$ cat config.mk
export PLATFORM = sky130hd
export DESIGN_NAME = q15_div_sequencer
export DESIGN_NICKNAME = d
export VERILOG_FILES = /design/src/rtl/q15_div_sequencer.sv
export SDC_FILE = /design/constraint.sdc
export NUM_CORES = 1
export LEC_CHECK = 0
export CORE_UTILIZATION = 33
export CTS_CLUSTER_DIAMETER = 80
export CTS_CLUSTER_SIZE = 30
export DETAILED_ROUTE_END_ITERATION = 6
export GPL_TIMING_DRIVEN = 0
export HOLD_SLACK_MARGIN = 0.15
export PLACE_DENSITY_LB_ADDON = 0.12
export SLEW_MARGIN = 15
export SYNTH_ARGS = -nofsm -noshare
export SYNTH_HDL_FRONTEND = slang
export SYNTH_SLANG_ARGS = --single-unit
$ cat constraint.sdc
create_clock -name clk -period 22.6 [get_ports clk]
set_clock_uncertainty 0.05 [all_clocks]
set_input_delay 4.52 -clock clk [delete_from_list [all_inputs] [get_ports clk]]
set_output_delay 4.52 -clock clk [all_outputs]
set_load 0.01 [all_outputs]
$ cat src/rtl/q15_div_sequencer.sv
// q15_div_sequencer: operand FIFO plus load/launch/wait/capture sequencer in front of the Q15 divider.
// Define Q15_DIV_SEQ_TIMEOUT_EN to add the WAIT watchdog and its timeout output.
module q15_div_sequencer #(
    parameter int FIFO_DEPTH = 4
`ifdef Q15_DIV_SEQ_TIMEOUT_EN
    , parameter int TIMEOUT_CYCLES = 256
`endif
) (
    input  logic                        clk,
    input  logic                        reset,
    input  logic                        in_valid,
    output logic                        in_ready,
    input  logic [63:0]                 in_a,
    input  logic [63:0]                 in_b,
    output logic                        out_valid,
    input  logic                        out_ready,
    output logic [63:0]                 out_res,
    output logic                        div_launch,
    output logic [63:0]                 div_a,
    output logic [63:0]                 div_b,
    input  logic                        div_busy,
    input  logic [63:0]                 div_res,
`ifdef Q15_DIV_SEQ_TIMEOUT_EN
    output logic                        timeout,
`endif
    output logic [$clog2(FIFO_DEPTH):0] fifo_count
);
    localparam int AW = $clog2(FIFO_DEPTH);
    localparam int CW = AW + 1;
    localparam logic [AW:0] FULL = FIFO_DEPTH[AW:0];

    typedef enum logic [1:0] {IDLE, LAUNCH, WAIT} state_t;

    state_t        state_q, state_d;
    logic [127:0]  mem_q [FIFO_DEPTH];
    logic [AW-1:0] wr_q, wr_d, rd_q, rd_d;
    logic [AW:0]   count_q, count_d;
    logic          out_valid_q, out_valid_d, launch_q, launch_d;
    logic [63:0]   out_res_q, out_res_d, a_q, a_d, b_q, b_d;
    logic          push, pop, slot_free;
`ifdef Q15_DIV_SEQ_TIMEOUT_EN
    localparam int TW = $clog2(TIMEOUT_CYCLES + 1);
    logic [TW-1:0] cnt_q, cnt_d;
    logic          timeout_q, timeout_d;
    assign timeout = timeout_q;
`endif

    assign in_ready   = count_q != FULL;
    assign fifo_count = count_q;
    assign out_valid  = out_valid_q;
    assign out_res    = out_res_q;
    assign div_launch = launch_q;
    assign div_a      = a_q;
    assign div_b      = b_q;

    always_comb begin
        push        = in_valid && in_ready;
        pop         = 1'b0;
        slot_free   = !out_valid_q || out_ready;
        state_d     = state_q;
        a_d         = a_q;
        b_d         = b_q;
        launch_d    = 1'b0;
        out_valid_d = out_valid_q && !out_ready;
        out_res_d   = out_res_q;
`ifdef Q15_DIV_SEQ_TIMEOUT_EN
        cnt_d       = cnt_q;
        timeout_d   = 1'b0;
`endif
        case (state_q)
            IDLE: if (count_q != '0) begin
                pop        = 1'b1;
                {a_d, b_d} = mem_q[rd_q];
                launch_d   = 1'b1;
                state_d    = LAUNCH;
            end
            LAUNCH: begin
                state_d = WAIT;
`ifdef Q15_DIV_SEQ_TIMEOUT_EN
                cnt_d   = '0;
`endif
            end
            WAIT: if (!div_busy && slot_free) begin
                out_res_d   = div_res;
                out_valid_d = 1'b1;
                state_d     = IDLE;
            end
`ifdef Q15_DIV_SEQ_TIMEOUT_EN
            // once expired the counter holds until the output slot frees
            else if (cnt_q == TW'(TIMEOUT_CYCLES)) begin
                if (slot_free) begin
                    out_res_d   = 64'h8000_0000_0000_0000;
                    out_valid_d = 1'b1;
                    timeout_d   = 1'b1;
                    state_d     = IDLE;
                end
            end
            else if (div_busy) cnt_d = cnt_q + TW'(1);
`endif
            default: state_d = IDLE;
        endcase
        wr_d    = wr_q + AW'(push);
        rd_d    = rd_q + AW'(pop);
        count_d = count_q + CW'(push) - CW'(pop);
    end

    always_ff @(posedge clk) begin
        if (push) mem_q[wr_q] <= {in_a, in_b};
    end

    always_ff @(posedge clk) begin
        if (!reset) begin
            state_q     <= IDLE;
            wr_q        <= '0;
            rd_q        <= '0;
            count_q     <= '0;
            out_valid_q <= 1'b0;
            out_res_q   <= '0;
            launch_q    <= 1'b0;
            a_q         <= '0;
            b_q         <= '0;
`ifdef Q15_DIV_SEQ_TIMEOUT_EN
            cnt_q       <= '0;
            timeout_q   <= 1'b0;
`endif
        end else begin
            state_q     <= state_d;
            wr_q        <= wr_d;
            rd_q        <= rd_d;
            count_q     <= count_d;
            out_valid_q <= out_valid_d;
            out_res_q   <= out_res_d;
            launch_q    <= launch_d;
            a_q         <= a_d;
            b_q         <= b_d;
`ifdef Q15_DIV_SEQ_TIMEOUT_EN
            cnt_q       <= cnt_d;
            timeout_q   <= timeout_d;
`endif
        end
    end
endmodule

# [After elaboration in Yosys (flattened, before gate mapping)]
# Memories as Yosys holds them, arrays and structs flattened. A register that Yosys moved wholly into a read port is not among the register bits.
# Cells that the tools add are included.
[word_totals] reg_bits=75 mem_bits_rw=512 input_bits=197 out_inout_bits=198 n_memories=1
[mem_list] memory="mem_q" words=4 width=128 read_ports=1 rd_clocked_by_memory_dff=1 write_ports=1 line="35" rtl="logic [127:0] mem_q [FIFO_DEPTH];"
[op_classes] add_sub_neg=4 eq_ne=5 muxes=9 reduce_logical=13
[op_table] operator="1-bit 2-to-1 mux" count=6
[op_table] operator="2-bit one-hot mux with 3 select lines" count=1
[op_table] operator="2-bit AND reduction" count=3
[op_table] operator="2-bit by 1-bit adder with 2-bit output" count=2
[op_table] operator="1-bit zero test" count=4
[op_table] operator="2-bit 2-to-1 mux" count=2
[op_table] operator="2-bit inequality test (second input constant)" count=2
[op_table] operator="3-bit by 1-bit adder with 3-bit output" count=1
[op_table] operator="1-bit logical AND" count=3
[op_table] operator="3-bit inequality test (second input constant)" count=1
[op_table] operator="3-bit nonzero test" count=1
[op_table] operator="3-bit by 1-bit subtractor with 3-bit output" count=1
[op_table] operator="2-bit by 1-bit == test with 1-bit output (second input constant)" count=1
[op_table] operator="2-bit == test (second input constant)" count=1
[op_table] operator="2-bit zero test" count=1
[op_table] operator="1-bit logical OR" count=1

# [Depth between registers and ports, before layout]
[logic_depth] word_depth=5 ltp_mapped=8 mapped_depth_nobuf=8

# [Worst setup path before layout]
# Ideal clock, no wire load.
[synth_timing] path_kind="input to register" start="input in_valid" end="memory mem_q[1][0] (enable)" setup_time_ps=798 arrival_ps=13986 t_required_ps=21752 slack_ps=7766 stages=2 path_buffers=0 path_cell_list="nand2_1 > nor3b_1"
[synth_via] elab_chain_cells=3
[synth_rtl] element="start: declaration" line="11" rtl="input logic in_valid,"
[synth_rtl] element="1-bit logical AND" line="57" rtl="push = in_valid && in_ready;"
[synth_rtl] element="1-bit 2-to-1 mux" line="108" rtl="if (push) mem_q[wr_q] <= {in_a, in_b};"
[synth_rtl] element="1-bit 2-to-1 mux (not written as such)" line="108"
[synth_rtl] element="end: declaration" line="35"
# No other way between the ends.

# [Final worst setup path]
[layout_timing] start="input in_valid" end="memory mem_q[1][88] (enable)"
# The elaborated chain is that of the path after synthesis.

==> results.yml <==
power:
  power.leakage_uw: 0.01059
  switching_share: 0.2953
  p_seq_frac: 0.471
  p_int_uw: 2576
  pwr-share-clk: 0.233
  ir_worst_vdd_v: 0.00005589
  pwr-share-comb: 0.297
  power_density_nw_per_um2: 112.7
  netSwitchingPower_uw: 1080
worst_setup_path:
  start_kind: "primary input"
  worstPathRequired_ps: 22850
  end_kind: "register"
  cp_data_arrival_time_ps: 7000
  regToRegStartpoint: "fifo_count[1]"
  worstSetupPathType: "primary input to register"
  cp-startpoint: "in_valid"
  crit_fanout: 8
synth:
  synth_cells: 1300
  ys_ff_latch: 715
  synth_top_area_frac: 0.6097
  syn_area_um2: 25220
  synthTopCellsByArea: "edfxtp_1 (61%), dfxtp_1 (16%), mux4_2 (11%), a22o_1 (4.4%), a21oi_1 (1.3%)"
  synth_edf_count: 512
  ys_types: 33
  ys_seq_area_frac: 0.7709
  syn_nets: 1500
  synth_ff_type: "edfxtp_1"
  syn_area_per_cell_um2: 19.40
  yosysWarnings: 0
  synthArstFlopShare: 0
  yosysTopAreaCell: "edfxtp_1"
min_path:
  hp-start: "out_res[50]"
  min_path_type: "register to register"
clock_tree:
  clk_latency_ps: 600
  cts.sinks: 715
  ctsResizeCount: 0
  cts_setup_buffers: 0
  cts_max_path_buffers: 3
  root_buffer: "clkbuf_16"
  cts_tree: "built"
  hold_buffers: 0
  cts_max_level: 2
  cts_buffers: 39
  cts.clk_slew.worst_paths_ps: 110
place:
  hpwl_um: 45130
  portBuffers: 394
  globalplace.congestion: 0.8065
  pre_cts_ws_ps: 15190
  place_area_um2: 31030
timing:
  maxSlewViolCount: 0
  setup_viol: 0
  min_period_ps: 6750
  timing.fmax_mhz: 148.2
  worst_pin_slew_ps: 857.1
  timing.final.hold_violations: 0
  setup_slack_ps: 15850
  slew_headroom: 0.4286
  rsz0062_at_grt: "no"
  fin_crit_sh: 0.2987
layout:
  area_growth_pct: 28.60
  fin_area_um2: 32430
  nNetsFinal: 1998
  drive_above_1_share: 0.1758
run_status:
  status: "finished, final reports clean"
floorplan:
  die_y_um: 278.4
  coreArea_um2: 75070
  die_w_um: 278.4
  initial_core_util: 0.3359
  pin_count: 395
  dieArea_um2: 77520
  num_rows: 100
route:
  num_vias: 13690
  drcViolationCount: 0
  postRouteAntennaNets: 0
  drtPass1Iterations: 4
  post_drt_wl_per_cell_um: 23.00
  routed_wl_um: 64300
  vias_per_cell: 4.897
  drtIter0Drc: 789
job:
  maxCapViolCount: 0
grt:
  grt.total_usage: 0.1651
  grt_max_degree: 41
  antenna_found_initial: 7
  gr-total-overflow: 0
  grt_pass1_wl_um: 95430
  grt_pass1_vias: 14440
[through the flow]
stage | hold WS (ps) | util | TNS (ps) | std cells | power [uW]
floorplan | 448.4 | - | 0 | 1300 | 2344
global placement | 410.1 | 0.4046 | -956550 | 2663 | 2891
detailed placement | 406.1 | 0.4133 | 0 | 2726 | 2869
CTS | 434.2 | 0.4320 | 0 | 2795 | 3727
global route | 451.3 | 0.4320 | 0 | 2796 | 3842
finish | 432.3 | 0.4320 | 0 | 2796 | 3656
[power by group through the flow]
stage	Combinational [uW]	Clock [uW]	Sequential [uW]
floorplan	525	0	1820
global placement	1070	0	1820
detailed placement	1120	0	1750
CTS	1120	883	1720
global route	1170	925	1750
finish	1080	851	1720
[registers in the layout (all words and copies together) (netlist names)]
signal / count
div_launch: 1
out_res: 64
mem_q: 512
state_q: 2
div_a: 64
wr_q: 2
out_valid: 1
div_b: 64
fifo_count: 3
rd_q: 2
[kinds of logic after synthesis]
family,synth area share
fa+ha+maj,0.001786
xor+xnor,0.001389
mux,0.1147
simple gates,0.02015
flops,0.7709
compound gates,0.07130
buf+inv,0.01980
[worst paths after layout]
path,depth (start not counted),end,slack [ps]
hold / removal,2,out_res[50],430
setup / recovery,9,mem_q[1][88],15850
hold reg to reg,2,out_res[50],430
setup reg to reg,9,mem_q[1][88],19580
[synth_stat cells, types with 2 or more instances]
master	n
dfxtp_1	203
nand3_1	64
clkbuf_1	31
nor2b_1	2
nand2_1	3
nand2b_1	3
buf_6	11
and2_1	4
nor3_1	2
edfxtp_1	512
or3b_2	2
inv_1	2
buf_2	42
buf_1	10
o21ai_0	65
mux4_2	128
a22o_1	128
ha_1	2
a21oi_1	67
xnor2_1	4
nor3b_1	3
[critical path, cell delays in order]
cell and delay, ps:
clkdlybuf4s50_1 460, nand2_1 210, nor3b_2 650, buf_6 240, buf_4 210, buf_6 180, buf_6 160, buf_4 170
buf_4 190
[area by class of cell]
cell class | instances | area (um^2)
timing repair buffer | 457 | 4578
fill | 6626 | 42640
clock inverter | 27 | 392.9
antenna | 1 | 2.502
inverter | 3 | 11.26
clock buffer | 42 | 1007
buffer | 94 | 488.0
sequential | 715 | 19440
multi-input combinational | 488 | 5299
tap | 969 | 1212
[routing by layer]
metal,share of wire,global-route usage
met5,0.0013,0
met1,0.42,0.2064
met2,0.51,0.2885
met4,0.015,0.03768
met3,0.059,0.03904
[cell usage in the layout (no fill, tap or decap), types with 2 or more instances in the layout]
cell type        count
bufinv_16            2
nor2b_1              2
clkinv_4             3
inv_6                5
o21ai_0             65
and2_1               4
dfxtp_1            203
buf_4               33
clkbuf_16           39
inv_1                2
clkdlybuf4s50_1    394
nand3_1             64
a21oi_1             67
nor3b_2              2
clkbuf_8             2
buf_2               42
mux4_2             128
or3b_2               2
a22o_1             128
nand2b_1             3
nand2_1              3
buf_1               10
clkbuf_1            32
inv_12               2
ha_1                 2
buf_6               38
edfxtp_1           512
clkinv_8             5
inv_8                7
buf_16               3
xnor2_1              4
inv_16               2
Note: power is estimated with default switching activity, not from simulation.
